[src/rtl/cpu_core.sv]
// 8-bit accumulator CPU: 2-byte instructions, fixed 4-cycle fetch/fetch/fetch/execute,
// driving a synchronous RAM whose read data lags the address by one clock.
module cpu_core #(
  parameter logic [7:0] RESET_PC = 8'h00
) (
  input  logic       clk,
  input  logic       reset,
  output logic [7:0] mem_addr,
  output logic [7:0] mem_wdata,
  output logic       mem_write,
  input  logic [7:0] mem_rdata,
  output logic [7:0] acc_out,
  output logic [7:0] pc_out,
  output logic       halted
);

  localparam int unsigned DW = 8;
  localparam int unsigned OW = 4;

  localparam logic [OW-1:0] OP_LDI = 4'h1;
  localparam logic [OW-1:0] OP_LDA = 4'h2;
  localparam logic [OW-1:0] OP_STA = 4'h3;
  localparam logic [OW-1:0] OP_ADD = 4'h4;
  localparam logic [OW-1:0] OP_SUB = 4'h5;
  localparam logic [OW-1:0] OP_AND = 4'h6;
  localparam logic [OW-1:0] OP_OR  = 4'h7;
  localparam logic [OW-1:0] OP_XOR = 4'h8;
  localparam logic [OW-1:0] OP_JMP = 4'h9;
  localparam logic [OW-1:0] OP_JZ  = 4'hA;
  localparam logic [OW-1:0] OP_JC  = 4'hB;
  localparam logic [OW-1:0] OP_HLT = 4'hF;

  typedef enum logic [2:0] {
    S_FETCH0 = 3'd0,
    S_FETCH1 = 3'd1,
    S_FETCH2 = 3'd2,
    S_EXEC   = 3'd3,
    S_HALT   = 3'd4
  } state_e;

  state_e        state_q, state_d;
  logic [DW-1:0] pc_q, pc_d;
  logic [DW-1:0] a_q, a_d;
  logic [OW-1:0] ir_q, ir_d;
  logic [DW-1:0] opr_q, opr_d;
  logic          z_q, z_d;
  logic          c_q, c_d;
  logic          halted_q, halted_d;

  logic [DW:0]   sum_w;
  logic [DW:0]   diff_w;
  logic [DW-1:0] alu_res;
  logic          alu_wr;

  // Carry-out of ADD and borrow of SUB both land in bit DW
  assign sum_w  = {1'b0, a_q} + {1'b0, mem_rdata};
  assign diff_w = {1'b0, a_q} - {1'b0, mem_rdata};

  // Only the opcode nibble is kept; the low nibble of the opcode byte is don't-care
  always_comb begin
    state_d   = state_q;
    pc_d      = pc_q;
    a_d       = a_q;
    ir_d      = ir_q;
    opr_d     = opr_q;
    z_d       = z_q;
    c_d       = c_q;
    halted_d  = halted_q;
    mem_addr  = pc_q;
    mem_write = 1'b0;
    alu_res   = a_q;
    alu_wr    = 1'b0;

    case (state_q)
      S_FETCH0: begin
        mem_addr = pc_q;
        state_d  = S_FETCH1;
      end
      S_FETCH1: begin
        mem_addr = pc_q + DW'(1);
        ir_d     = mem_rdata[DW-1:DW-OW];
        state_d  = S_FETCH2;
      end
      S_FETCH2: begin
        mem_addr = mem_rdata;
        opr_d    = mem_rdata;
        pc_d     = pc_q + DW'(2);
        state_d  = S_EXEC;
      end
      S_EXEC: begin
        mem_addr = opr_q;
        state_d  = S_FETCH0;
        case (ir_q)
          OP_LDI: begin alu_res = opr_q;             alu_wr = 1'b1; end
          OP_LDA: begin alu_res = mem_rdata;         alu_wr = 1'b1; end
          OP_STA: mem_write = ~reset;
          OP_ADD: begin
            alu_res = sum_w[DW-1:0];
            alu_wr  = 1'b1;
            c_d     = sum_w[DW];
          end
          OP_SUB: begin
            alu_res = diff_w[DW-1:0];
            alu_wr  = 1'b1;
            c_d     = diff_w[DW];
          end
          OP_AND: begin alu_res = a_q & mem_rdata;   alu_wr = 1'b1; end
          OP_OR:  begin alu_res = a_q | mem_rdata;   alu_wr = 1'b1; end
          OP_XOR: begin alu_res = a_q ^ mem_rdata;   alu_wr = 1'b1; end
          OP_JMP: pc_d = opr_q;
          OP_JZ:  if (z_q) pc_d = opr_q;
          OP_JC:  if (c_q) pc_d = opr_q;
          OP_HLT: begin
            state_d  = S_HALT;
            halted_d = 1'b1;
          end
          default: ;
        endcase
        if (alu_wr) begin
          a_d = alu_res;
          z_d = (alu_res == '0);
        end
      end
      S_HALT: begin
        mem_addr = pc_q;
        halted_d = 1'b1;
      end
      default: state_d = S_FETCH0;
    endcase
  end

  always_ff @(posedge clk) begin
    if (reset) begin
      state_q  <= S_FETCH0;
      pc_q     <= RESET_PC;
      a_q      <= '0;
      ir_q     <= '0;
      opr_q    <= '0;
      z_q      <= 1'b0;
      c_q      <= 1'b0;
      halted_q <= 1'b0;
    end else begin
      state_q  <= state_d;
      pc_q     <= pc_d;
      a_q      <= a_d;
      ir_q     <= ir_d;
      opr_q    <= opr_d;
      z_q      <= z_d;
      c_q      <= c_d;
      halted_q <= halted_d;
    end
  end

  assign mem_wdata = a_q;
  assign acc_out   = a_q;
  assign pc_out    = pc_q;
  assign halted    = halted_q;

endmodule
[config.mk]
export PLATFORM = sky130hd
export DESIGN_NAME = cpu_core
export DESIGN_NICKNAME = d
export VERILOG_FILES = /design/src/rtl/cpu_core.sv
export SDC_FILE = /design/constraint.sdc
export NUM_CORES = 1
export LEC_CHECK = 0
export ABC_AREA = 0
export BUFFER_PORTS_ARGS = -buffer_cell sky130_fd_sc_hd__buf_2
export CAP_MARGIN = 40
export CORE_MARGIN = 3
export CORE_UTILIZATION = 53
export CTS_CLUSTER_DIAMETER = 150
export CTS_CLUSTER_SIZE = 24
export DETAILED_ROUTE_END_ITERATION = 12
export GPL_ROUTABILITY_DRIVEN = 1
export GPL_TIMING_DRIVEN = 0
export PLACE_DENSITY = 0.77
export SYNTH_ARGS = -nofsm -noshare
export SYNTH_HDL_FRONTEND = slang
export SYNTH_SLANG_ARGS = --single-unit
[constraint.sdc]
create_clock -name clk -period 2.45 [get_ports clk]
set_input_delay 0.245 -clock clk [delete_from_list [all_inputs] [get_ports clk]]
set_output_delay 0.245 -clock clk [all_outputs]
set_load 0.02 [all_outputs]
**After elaboration in Yosys (flattened, before gate mapping)**

Index checks and enable logic that the tools add are counted.

- Flip-flop bits (word level): 34
- Bits of input ports: 10
- Output and inout port bits: 34

- Add/subtract/negate cells: 4
- Eq/ne operators: 20
- Multiplexer cells: 16
- Bitwise logic cells: 4
- Reduce and logical (&&, ||, !) cells: 10

Operators by type and width:

| kind | count |
|---|---|
| case mux 8 bit (7 select lines) | 1 |
| case mux 8 bit (3 select lines) | 2 |
| 2-to-1 mux 8 bit | 3 |
| == test 4 bit (second input constant) | 5 |
| == test 4 x 3 -> 1 bit (second input constant) | 4 |
| case mux 8 bit (2 select lines) | 1 |
| case mux 3 bit (5 select lines) | 1 |
| adder 8 x 8 -> 9 bit | 1 |
| subtractor 8 x 8 -> 9 bit | 1 |
| adder 8 x 1 -> 8 bit (second input constant) | 1 |
| adder 8 x 2 -> 8 bit (second input constant) | 1 |
| bitwise AND 8 bit | 1 |
| == test 4 x 2 -> 1 bit (second input constant) | 2 |
| logical NOT 8 bit | 1 |
| OR 8 bit | 1 |
| bitwise XOR 8 bit | 1 |
| OR reduction 7 bit | 1 |
| == test 3 x 2 -> 1 bit (second input constant) | 2 |
| != test 3 bit (second input constant) | 2 |
| AND reduction 2 bit | 3 |
| nonzero test 2 bit | 3 |
| 2-to-1 mux 1 bit | 5 |
| == test 4 x 1 -> 1 bit (second input constant) | 1 |
| != test 4 x 1 -> 1 bit (second input constant) | 1 |
| other kinds (8) | 9 |

**Logic depth before layout (Yosys ltp)**

- Depth in word-level cells: 5
- Gate-level depth with buffers: 11
- Mapped depth without buffers: 11

**Worst setup path after synthesis**

Ideal clock, no wire load.

- Path type: reg-to-reg
- Start: register a_q[0], in the netlist acc_out[0]
- End: register c_q
- Arrival: 2.370 ns
- Path slack: 0.009 ns
- Cell stages (with the launch flop): 11
- Path buffers: 0
- Cell sequence: dfxtp_1 ha_1 inv_1 fa_1 nand2b_1 a21oi_1 o21a_1 o21ai_0 a221o_1 or3_1 a21oi_1

- Word-level cells in the longest chain between the ends: 2

Ends and longest elaborated chain:

| element | line | source |
|---|---|---|
| from (decl) | 43 | `logic [DW-1:0] a_q, a_d;` |
| from (signal assigned) | 136 | `a_q <= '0;` |
| from (signal assigned) | 145 | `a_q <= a_d;` |
| subtractor 8 x 8 -> 9 bit or adder 8 x 8 -> 9 bit (tied branches) | 57, 56 |  |
| case mux 1 bit (2 select lines) * | 93 | `case (ir_q)` |
| to (signal assigned) | 140 | `c_q <= 1'b0;` |
| to (signal assigned) | 149 | `c_q <= c_d;` |
| to (decl) | 47 | `logic c_q, c_d;` |

Mark *: on every way between the ends. The rest lies on a longest branch, timed or not.
A chain may end at the register's enable or synchronous reset.

**Worst setup path in the final report**

- Start: register a_q[2], in the netlist acc_out[2]
- End: register z_q

- Word-level cells in the longest chain between the ends: 4

Ends and longest elaborated chain:

| element | line | source |
|---|---|---|
| subtractor 8 x 8 -> 9 bit, or another cell as far along | 57 | `assign diff_w = {1'b0, a_q} - {1'b0, mem_rdata};` |
| case mux 8 bit (7 select lines) * | 93 |  |
| 2-to-1 mux 8 bit * | 74 | `case (state_q)` |
| logical NOT 8 bit * | 121 | `z_d = (alu_res == '0);` |
| to (signal assigned) | 148 | `z_q <= z_d;` |
| to (decl) | 46 | `logic z_q, z_d;` |

Mark *: on every way between the ends. The rest lies on a longest branch, timed or not. The select of a mux whose other input is x is not followed.

==> metrics <==
Antenna Violating Nets Remaining 0; largest family of logic cells by synthesized area simple AND/OR/NAND/NOR gates; final wirelength 10.5 mm; Cell Area, Synth 3260 sq um; slack of the worst reg-to-reg path roughly 0.04 ns; clock buffer depth 2; Async SR Flop Fraction 0%; FF+latch count, synth 34; CTS root buf clkbuf_8; CTS tree built; share of the synthesized area in the top cell type 20.9%; gp weighted congestion ~0.95; minimum clock period about 2.4 ns; Post-synth top cells a21oi_1, nor2_1, nand2_1; worst skew pair latency around 0.3 ns; crit path kind reg2reg; Iter 0 DRT Violations between 400 and 500; Synth Area in XOR/XNOR 2.96%; simple-gate share of the synthesized area a little over a quarter; CP Launch Type register; Synth area leader dfxtp_1; IO Port Bufs between 40 and 50; Hold WS about 0.24 ns; antenna violations before repair 0; H-tree depth 2; first-pass GRT wire length between 15 and 20 mm; final worst slack 0.0412 ns; Overflow after GRT 0; Crit. End Element register; Worst Setup EP z_q$_SDFFE_PP0P_; worst r2r path cells 9; most frequent cell after synthesis a21oi_1; initial core utilization between 50% and 60%; Cells after Synth 443; DR WL/cell about 18 um; # hold bufs at CTS 0; mux share of post-synthesis cell area under 10%; total CTS buffers 5; syn nets 482; vias in the first global route roughly 3200; Req. time, crit path between 2 and 3 ns; setup TNS 0 ns; period utilization between 90% and 100%; static leakage about 0.0016 uW; sequential area share after synthesis 20.9%; ANT cells 0; GRT Util Overall roughly 28%; pre-CTS setup slack -0.205 ns; total power draw 1580 uW; design area roughly 3800 sq um; Critical path origin acc_out[2]$_SDFFE_PP0P_; DP Area between 3000 and 4000 sq um; status finished, final reports clean; # IOs 44; Chip Width between 80 and 90 um; Synth Area in Adders between 10% and 20%; post-synthesis compound-gate area fraction a little over a quarter; actual slew at the worst max-slew pin a little under 0.7 ns; maxcap violations 0; # setup viols final 0; CP arrival about 2.6 ns; Yosys cell types slightly above 70; Sink Count 34; Primary FF master, synth dfxtp_1; worst-path maximum fanout 7; Die Height between 80 and 90 um; Post-synth EDFFs 0; reg-to-reg endpoint z_q$_SDFFE_PP0P_; Hold WC Path Type in2reg; fraction of layout instances using a drive strength above 1 22.1%; total vias in the final route around 3600; Area Growth Syn to Fin 17.0%; clk slew on worst S/H paths ~0.090 ns; syn_area_per_cell 7.35 sq um; yosys warns 0; Fmax just over 400 MHz; CORE AREA between 5000 and 6000 sq um; Nets 535; Hold Fails Final Rpt 0; Max Slew Vio Count 0; Fin Clk Skew about 0.013 ns; RSZ-0062 raised after global routing true; largest cells by area after synthesis dfxtp_1, ha_1, a21oi_1, nor2_1, nand2_1; DPL Wire Length between 7 and 8 mm; pin count of the biggest net entering global routing 12; Worst slew margin roughly 54%; DRC 0; num rows 27; Critical R2R Launch acc_out[2]$_SDFFE_PP0P_; DRT Pass-1 Iters 5; Max VDD drop about 0.38 mV; Die Area between 7000 and 8000 sq um; Vias/cell 6.39; PwrDens just over 400 nW/um^2
power by group:
part	switching [uW]	internal, uW
Sequential	26.5	572
Clock	249	227
Combinational	320	185
sequential cells by signal, summed over array words and instances, names as in the netlist:
register  cells
z_q           1
acc_out       8
pc_out        8
opr_q         8
c_q           1
halted        1
ir_q          4
state_q       3
worst max-delay path, stage by stage, from the launching register on:
cell	delay [ns]
dfxtp_2	0.38
inv_1	0.09
ha_4	0.33
and2b_1	0.20
a211oi_4	0.07
or4_1	0.43
a21oi_1	0.20
a211oi_2	0.08
o2111a_1	0.30
a31o_1	0.21
routing by layer:
layer,track usage (%),part of all wire (%),vias up
li1,-,-,1686
met1,40.9,45,1712
met2,43.8,44,216
met3,4.12,9.5,21
met4,7.19,1.7,0
met5,0,0,-
area by class of cell:
type | instances | area (sq um)
tap | 72 | 90.1
sequential | 34 | 694
clock inverter | 2 | 12.5
multi-input combinational | 346 | 2370
clock buffer | 6 | 82.6
fill | 534 | 1900
timing repair buffer | 46 | 240
buffer | 36 | 221
inverter | 27 | 101
layout by cell type, fill, tap and decap left out, drive strengths merged, types with 11 or more instances in the layout:
master	synthesis	layout
a211oi	11	11
a21oi	49	49
buf	24	70
clkbuf	12	18
dfxtp	34	34
ha	27	27
inv	27	27
nand2	44	44
nor2	48	48
nor3	17	17
o21ai	25	25
cells by family (layout without fill, tap and decap cells):
kind of cell               count (synthesis)  in the layout
AOI/OAI and AO/OA                        134            134
and+or+nand+nor                          166            166
adders and majority gates                 29             29
muxes                                      6              6
xor gates and xnor gates                  11             11
DFF                                       34             34
buffers and inverters                     63            117
metrics by stage:
stage / instances / util, %
floorplan: 443 / -
global placement: 557 / 62.3
detailed placement: 557 / 62.3
CTS: 565 / 64.5
global route: 569 / 66.7
finish: 569 / 66.7
worst min-delay path by stage:
| stage | start | endpoint | slack (ns) | depth (start not counted) |
|---|---|---|---|---|
| 4_1_cts | mem_rdata[4] | opr_q[4]$_SDFFE_PP0N_ | 0.23 | 3 |
| 3_3_place_gp | halted$_SDFFE_PP0P_ | halted$_SDFFE_PP0P_ | 0.43 | 2 |
| 5_1_grt | mem_rdata[4] | opr_q[4]$_SDFFE_PP0N_ | 0.25 | 3 |
| 6_report | mem_rdata[4] | opr_q[4]$_SDFFE_PP0N_ | 0.24 | 3 |
| 3_5_place_dp | halted$_SDFFE_PP0P_ | halted$_SDFFE_PP0P_ | 0.45 | 2 |
| 2_1_floorplan | mem_rdata[1] | opr_q[1]$_SDFFE_PP0N_ | 0.38 | 2 |
what timing repair did:
action,CTS,global route
endpoints found under the hold margin,0,0
pin swaps,1,9
setup buffers,0,4
setup endpoints to repair,8,8
resized for setup,9,27
No activity file was read; power rests on OpenSTA's default activity.
